--- src/rtl/configs_pkg.sv ---
// Shared definitions for the configuration loader slice.
//   state_t  : loader FSM states
//   addr_w   : word-index width for a given image size
//   word_lsb : bit offset of word k in a flattened image (used by fabric consumers)
package configs_pkg;

  typedef enum logic [1:0] {
    IDLE   = 2'd0,
    LOAD   = 2'd1,
    COMMIT = 2'd2
  } state_t;

  function automatic int addr_w(input int n);
    return (n < 2) ? 1 : $clog2(n);
  endfunction

  function automatic int word_lsb(input int k, input int dw);
    return k * dw;
  endfunction

endpackage

--- src/rtl/configs_word_bank.sv ---
// Shadow store for one configuration image.
//   clk, reset           : clock, synchronous active-high reset (clears all words)
//   wr_en/wr_addr/wr_data: single write port
//   rd_addr/rd_data      : registered readback, out-of-range addresses return 0
//   words                : all shadow words, flattened, word k at [k*DATA_W +: DATA_W]
module configs_word_bank
  import configs_pkg::*;
#(
  parameter int DATA_W    = 32,
  parameter int NUM_WORDS = 18,
  parameter int ADDR_W    = addr_w(NUM_WORDS)
) (
  input  logic                        clk,
  input  logic                        reset,
  input  logic                        wr_en,
  input  logic [ADDR_W-1:0]           wr_addr,
  input  logic [DATA_W-1:0]           wr_data,
  input  logic [ADDR_W-1:0]           rd_addr,
  output logic [DATA_W-1:0]           rd_data,
  output logic [DATA_W*NUM_WORDS-1:0] words
);

  logic [DATA_W-1:0] mem [NUM_WORDS];
  logic              rd_in_range;

  // Extra bit keeps the compare correct when NUM_WORDS is a power of two.
  assign rd_in_range = {1'b0, rd_addr} < (ADDR_W+1)'(NUM_WORDS);

  always_ff @(posedge clk) begin
    if (reset) begin
      for (int unsigned i = 0; i < NUM_WORDS; i++) begin
        mem[i] <= '0;
      end
      rd_data <= '0;
    end else begin
      if (wr_en) begin
        mem[wr_addr] <= wr_data;
      end
      // Read sees the pre-write value on a same-address collision.
      rd_data <= rd_in_range ? mem[rd_addr] : '0;
    end
  end

  for (genvar g = 0; g < NUM_WORDS; g++) begin : gen_words
    assign words[word_lsb(g, DATA_W) +: DATA_W] = mem[g];
  end

endmodule

--- src/rtl/configs_loader.sv ---
// Double-buffered configuration loader.
//   clk, reset      : clock, synchronous active-high reset
//   io_start        : begin/restart a load session
//   io_d_in/valid   : configuration word stream; io_d_ready from registered state
//   io_rd_addr/data : registered shadow readback (1-cycle latency)
//   io_busy         : high in LOAD and COMMIT
//   io_done         : one-cycle pulse while the new live image is first visible
//   io_err          : sticky protocol error (stray data, restart mid-session)
//   io_configs_out  : live image, word k at [k*DATA_W +: DATA_W]
module configs_loader
  import configs_pkg::*;
#(
  parameter  int DATA_W    = 32,
  parameter  int NUM_WORDS = 18,
  localparam int ADDR_W    = addr_w(NUM_WORDS)
) (
  input  logic                        clk,
  input  logic                        reset,
  input  logic                        io_start,
  input  logic [DATA_W-1:0]           io_d_in,
  input  logic                        io_d_valid,
  output logic                        io_d_ready,
  input  logic [ADDR_W-1:0]           io_rd_addr,
  output logic [DATA_W-1:0]           io_rd_data,
  output logic                        io_busy,
  output logic                        io_done,
  output logic                        io_err,
  output logic [DATA_W*NUM_WORDS-1:0] io_configs_out
);

  localparam logic [ADDR_W-1:0] LAST = ADDR_W'(NUM_WORDS - 1);

  state_t                      state;
  logic [ADDR_W-1:0]           cnt;
  logic                        err;
  logic [DATA_W*NUM_WORDS-1:0] live;
  logic [DATA_W*NUM_WORDS-1:0] shadow_words;
  logic                        accept;
  logic                        last_beat;

  // A restart discards any beat presented in the same cycle.
  assign accept    = (state == LOAD) && io_d_valid && !io_start;
  assign last_beat = accept && (cnt == LAST);

  configs_word_bank #(
    .DATA_W   (DATA_W),
    .NUM_WORDS(NUM_WORDS),
    .ADDR_W   (ADDR_W)
  ) u_bank (
    .clk    (clk),
    .reset  (reset),
    .wr_en  (accept),
    .wr_addr(cnt),
    .wr_data(io_d_in),
    .rd_addr(io_rd_addr),
    .rd_data(io_rd_data),
    .words  (shadow_words)
  );

  always_ff @(posedge clk) begin
    if (reset) begin
      state <= IDLE;
      cnt   <= '0;
      err   <= 1'b0;
      live  <= '0;
    end else begin
      // The live register is loaded on the last-beat edge, with that beat
      // bypassed in from the input, so the new image and io_done (decoded
      // from COMMIT) appear in the same cycle.
      if (last_beat) begin
        for (int unsigned i = 0; i < NUM_WORDS; i++) begin
          live[i*DATA_W +: DATA_W] <= (ADDR_W'(i) == cnt) ? io_d_in
                                                          : shadow_words[i*DATA_W +: DATA_W];
        end
      end

      case (state)
        IDLE: begin
          if (io_start) begin
            state <= LOAD;
            cnt   <= '0;
            err   <= 1'b0;
          end else if (io_d_valid) begin
            err <= 1'b1;
          end
        end
        LOAD: begin
          if (io_start) begin
            cnt <= '0;
            err <= 1'b1;
          end else if (accept) begin
            if (cnt == LAST) begin
              state <= COMMIT;
            end else begin
              cnt <= cnt + 1'b1;
            end
          end
        end
        COMMIT: begin
          if (io_start) begin
            state <= LOAD;
            cnt   <= '0;
            err   <= 1'b1;
          end else begin
            state <= IDLE;
          end
        end
        default: state <= IDLE;
      endcase
    end
  end

  assign io_d_ready     = (state == LOAD);
  assign io_busy        = (state != IDLE);
  assign io_done        = (state == COMMIT);
  assign io_err         = err;
  assign io_configs_out = live;

endmodule

--- config.mk ---
export PLATFORM = sky130hd
export DESIGN_NAME = configs_loader
export DESIGN_NICKNAME = d
export VERILOG_FILES = /design/src/rtl/configs_pkg.sv /design/src/rtl/configs_word_bank.sv /design/src/rtl/configs_loader.sv
export SDC_FILE = /design/constraint.sdc
export NUM_CORES = 2
export LEC_CHECK = 0
export ABC_AREA = 1
export CAP_MARGIN = 15
export CORE_ASPECT_RATIO = 1.1
export CORE_MARGIN = 3
export CORE_UTILIZATION = 47
export CTS_BUF_LIST = sky130_fd_sc_hd__clkbuf_16
export DETAILED_ROUTE_END_ITERATION = 10
export PLACE_DENSITY = 0.71
export SKIP_LAST_GASP = 1
export SLEW_MARGIN = 20
export SYNTH_ARGS = -nofsm -noshare
export SYNTH_HDL_FRONTEND = slang
export SYNTH_HIERARCHICAL = 1
export SYNTH_SLANG_ARGS = --single-unit
--- constraint.sdc ---
create_clock -name clk -period 4 [get_ports clk]
set_input_delay 1.2 -clock clk [delete_from_list [all_inputs] [get_ports clk]]
set_output_delay 1.2 -clock clk [all_outputs]
set_load 0.1 [all_outputs]
Word level (Yosys, flattened, before mapping):

Memory sizes are Yosys's and may differ from the RTL's. A register that Yosys moved wholly into a read port is not among the register bits.
Index checks and enable logic that the tools add are counted.

* add/sub/neg operators: 1
* multipliers: 0
* divide/modulo/power cells: 0
* magnitude comparators: 1
* equal/unequal tests: 12
* shift-type cells: 0
* muxes and demuxes: 23
* bitwise operators: 1
* reductions and logical operators: 15

Operators with widths (count)
* $mux W32: 1
* $reduce_or A32 Y1: 1
* $mux W5: 5
* $mux W1: 10
* $pmux W5 S2: 1
* $mux W2: 4
* $ne A2 B1 Y1 const B: 4
* $reduce_and A4 Y1: 2
* $ne A3 B3 Y1 const B: 2
* $pmux W2 S3: 1
* $reduce_bool A2 Y1: 3
* $reduce_or A2 Y1: 3
* $add A5 B1 Y5 const B: 1
* $eq A5 B5 Y1 const B: 1
* $lt A5 B5 Y1 const B: 1
* $ne A2 B2 Y1 const B: 2
* $logic_and A1 B1 Y1: 3
* $ne A3 B2 Y1 const B: 1
* $reduce_and A3 Y1: 1
* $eq A2 B1 Y1 const B: 1
* $eq A2 B2 Y1 const B: 1
* $logic_not A2 Y1: 1
* $pmux W1 S2: 1
* $logic_not A1 Y1: 1
* $not A1 Y1: 1

* register bits after elaboration: 8
* latch bits: 0
* RAM bits: 576
* memory bits (read-only): 0
* input port bits: 41
* output and inout port bits: 612
* word-level logic and storage cells: 57
* memories: 1

Memories
* u_bank.mem: words 18, bits a word 32, rd ports 19, clocked after memory_dff 19, write ports 18, line configs_word_bank.sv:23 `logic [DATA_W-1:0] mem [NUM_WORDS];`

Longest topological paths before layout:

* depth after elaboration: 8
* mapped depth: 13
* gate-level depth less buffers: 11

Cells and area by module:

The synthesis kept the hierarchy.

By module, submodules not included
* configs_word_bank: times used 1, cells an instance 3476, area each 35197.5 sq um
* configs_loader: times used 1, cells an instance 2737, area each 21690.8 sq um

Worst setup path after synthesis:

No wires, ideal clock.

* path type: register to register
* start point: register state[1]
* end point: memory u_bank.mem[18][0], enable pin
* arrival: 3.620 ns
* setup slack: -0.041 ns
* stages on the path, launching flop included: 11
* path buffers: 0
* cell sequence: dfxtp_1 inv_1 ha_1 nand2_1 nor2_1 nand2_4 nor2_4 inv_2 nor2_1 inv_1 nor2_1

RTL lines
* from (decl): line configs_loader.sv:33 `state_t state;`
* from (signal assigned): line configs_loader.sv:62 `state <= IDLE;`
* from (signal assigned): line configs_loader.sv:80 `state <= LOAD;`
* from (signal assigned): line configs_loader.sv:93 `state <= COMMIT;`
* to (decl): line configs_word_bank.sv:23

Worst setup path after layout:

* start point: register live[490], in the netlist io_configs_out[490], read port of u_bank.mem
* end point: output io_configs_out[490]

RTL lines
* from (decl): line configs_loader.sv:36 `logic [DATA_W*NUM_WORDS-1:0] live;`
* to (decl): line configs_loader.sv:28 `output logic [DATA_W*NUM_WORDS-1:0] io_configs_out`

No word-level cell between the ends.

==> impl_metrics.env <==
export IMPL_sw_frac_of_total_pct=25.3
export IMPL_floorplan_die_area_um2=125000
export IMPL_cp_max_fo=2
export IMPL_io_buffers=652
export IMPL_status="finished, final reports clean"
export IMPL_max_stage_delay_ns=1.17
export IMPL_clk_pin_slew_ns=0.06
export IMPL_cts_tree="built"
export IMPL_drv_cap=0
export IMPL_dp_cells=8231
export IMPL_coreArea_um2=120000
export IMPL_drc_errors=0
export IMPL_startpoint_type="flop"
export IMPL_p_int_mw=23.0
export IMPL_place_area_um2=64700
export IMPL_routed_wl_mm=240
export IMPL_cp_required_ns=2.80
export IMPL_cts_resized=0
export IMPL_vias=50200
export IMPL_final_antenna_net_count=0
export IMPL_rows=133
export IMPL_yosys_warnings=6
export IMPL_syn_area_um2=56900
export IMPL_hold_viol=0
export IMPL_start_util_pct=47.5
export IMPL_power_density_nw_per_um2=445
export IMPL_pwr_share_clk_pct=42.4
export IMPL_wl_per_cell_um=28.2
export IMPL_worst_pin_slew_ns=1.11
export IMPL_firstDrtPassIters=9
export IMPL_drive_gt1_share_pct=17.2
export IMPL_yosysUniqueCellTypes=32
export IMPL_rsz0062_at_grt="false"
export IMPL_synth_seq_cells=1384
export IMPL_crit_chain="clkdlybuf4s50_1"
export IMPL_fp_dieH_um=371
export IMPL_avgSynthCellArea_um2=9.16
export IMPL_seqPwrFrac_pct=50.1
export IMPL_pre_cts_slack_ns=0.233
export IMPL_total_power_mw=30.8
export IMPL_path_buf_inv=1
export IMPL_synthCells=6213
export IMPL_final_area_um2=69300
export IMPL_die_x_um=338
export IMPL_antenna_found_initial=15
export IMPL_drt_vias_per_instance=5.90
export IMPL_setup_viol=0
export IMPL_dpl_hpwl_mm=171
export IMPL_cp_slowest_cell="clkdlybuf4s50_1"
export IMPL_final_nets=6876
export IMPL_finalWeightedCongestion=1.05
export IMPL_synth_net_count=6264
export IMPL_worst_slack_ns=0.477
export IMPL_clock_fmax_mhz=284
export IMPL_worstPathArrival_ns=2.32
export IMPL_cp_top_family="buffers and inverters"
export IMPL_ys_seq_area_share_pct=62.2
export IMPL_ios=653
export IMPL_crit_type="flop to primary output"
export IMPL_synth_top_cell_area_share_pct=40.5
export IMPL_clockRootBuffer="clkbuf_16"
export IMPL_yosys_top_cells_area="edfxtp_1 41%, dfxtp_1 22%, nor2_1 7.7%"
export IMPL_syn2layout_area_growth_pct=21.8
export IMPL_grt_max_degree=226
export IMPL_clock_skew_ns=0.0357
export IMPL_first_global_vias=45800
export IMPL_maxSlewHeadroom_pct=26.1
export IMPL_post_cts_setup_buffers=0
export IMPL_drt_iter0_markers=7755
export IMPL_hp_class="flop to flop"
export IMPL_fin_cells=8507
export IMPL_track_usage_pct=37.1
export IMPL_min_period_over_period_pct=88.1
export IMPL_slew_violations=0
export IMPL_fin_tns_setup_ns=0
export IMPL_switching_power_mw=7.81
export IMPL_endpoint_kind="primary output"
export IMPL_r2r_slack_ns=1.16
export IMPL_cts_buffers=144
export IMPL_grt_overflow=0
export IMPL_vdd_drop_max_uv=440
export IMPL_combPwrFrac_pct=7.5
export IMPL_grt_pass1_wl_mm=329
export IMPL_leakage_nw=26.8
export IMPL_clk_latency_ns=0.80
export IMPL_period_needed_ns=3.52
export IMPL_cts_max_level=4
export IMPL_synth_top_area_cell="edfxtp_1"
export IMPL_cts_hold_fix_buffers=0
export IMPL_cts_sinks=1384
export IMPL_clk_path_buf_depth=3
==> sequential cells by signal, indices dropped and copies added (netlist names) <==
signal,flops
state,2
io_err,1
u_bank/mem,768
cnt,5
u_bank/rd_data,32
io_configs_out,576
==> synthesized netlist by cell type <==
cell type  number
buf_2         221
nor2_2         10
o211ai_1       65
nand4_1         3
edfxtp_1      768
nand2_1       986
a21oi_1       559
clkinv_2        1
inv_1         292
a31oi_1         2
nand3_1       283
a21boi_0        1
nor2_4          5
o21ai_0       745
buf_4          12
nor3_1          2
dfxtp_1       616
buf_1           8
or2_1          20
nor2_1       1162
clkbuf_1      230
ha_1           10
clkinv_1        3
nand2_2         1
buf_6          17
o31ai_1         2
or2_2          50
inv_2           7
o21ai_1        98
nand2_4         1
o21a_1          1
mux2i_1        32
==> cell type report <==
type	instances	area, µm²
Sequential cell	1384	35400
Tap cell	1552	1940
Clock buffer	150	3750
Timing Repair Buffer	954	8080
Fill cell	10500	50500
Clock inverter	117	787
Inverter	303	1160
Antenna cell	9	22.5
Multi-Input combinational cell	4038	18100
==> power groups by stage <==
stage	clock, mW	sequential [mW]	combinational, mW
after floorplan	0	15.8	1.04
after global placement	0	15.7	2.20
after detailed placement	0	15.7	2.20
after CTS	13.1	15.4	2.21
after global routing	13.7	15.4	2.38
final	13.1	15.4	2.32
==> stage by stage <==
| step | hold slack [ns] | util, % |
|---|---|---|
| after floorplan | 0.472 | - |
| after global placement | 0.449 | 54.0 |
| after detailed placement | 0.453 | 54.0 |
| after CTS | 0.461 | 57.8 |
| after global routing | 0.477 | 57.8 |
| final | 0.457 | 57.8 |
==> per-layer routing <==
metal  wire length [µm]  vias up  GRT usage [%]
met5                214        -          0.946
met4              17800       10           23.6
met3              33600      666           11.9
met2             102000     3706           53.8
met1              86700    23800           47.8
li1                   -    22000              -
==> worst reg2reg max path, stage by stage, from the launching register on <==
cell and delay [ns]:
dfxtp_1 0.33, inv_1 0.13, ha_1 0.28, nand2_1 0.11
nor2_1 0.11, buf_4 0.17, nand2_4 0.11, buf_4 0.27
nor2_1 0.55, inv_1 0.17, buf_4 0.28, nor2_1 0.17
==> worst paths after layout <==
kind | from | to | cells after the start
max reg2reg | state[1] | u_bank/mem[2][8] | 11
min | io_configs_out[334] | io_configs_out[334] | 2
min reg2reg | io_configs_out[334] | io_configs_out[334] | 2
max | io_configs_out[490] | io_configs_out[490] | 1
==> cell usage in the layout (no fill, tap or decap), types with 2 or more instances in the layout <==
master           netlist  layout
nor2_1              1162    1149
nand2_1              986     985
buf_4                 12     836
edfxtp_1             768     768
o21ai_0              745     744
dfxtp_1              616     616
a21oi_1              559     558
inv_1                292     341
nand3_1              283     283
clkbuf_16              0     150
o21ai_1               98      99
o211ai_1              65      65
buf_12                 0      62
clkdlybuf4s50_1        0      53
or2_2                 50      50
mux2i_1               32      32
clkinv_2               1      24
clkinv_1               3      20
or2_1                 20      20
nor2_2                10      19
diode_2                0       9
nor2_4                 5       9
inv_2                  7       9
ha_1                  10       9
bufinv_16              0       7
inv_6                  0       6
inv_8                  0       3
nand4_1                3       3
inv_4                  0       3
nand2_2                1       2
nor3_1                 2       2
o31ai_1                2       2
inv_16                 0       2
clkinv_8               0       2
buf_8                  0       2
a31oi_1                2       2
==> cells by family after synthesis <==
logic type,count (synthesis),share of synthesized area [%]
fa+ha+maj,10,0.220
mux,32,0.563
compound gates,1473,13.3
buf+inv,791,6.01
flops,1384,62.2
simple gates,2523,17.7
Note: power is estimated with default switching activity, not from simulation.
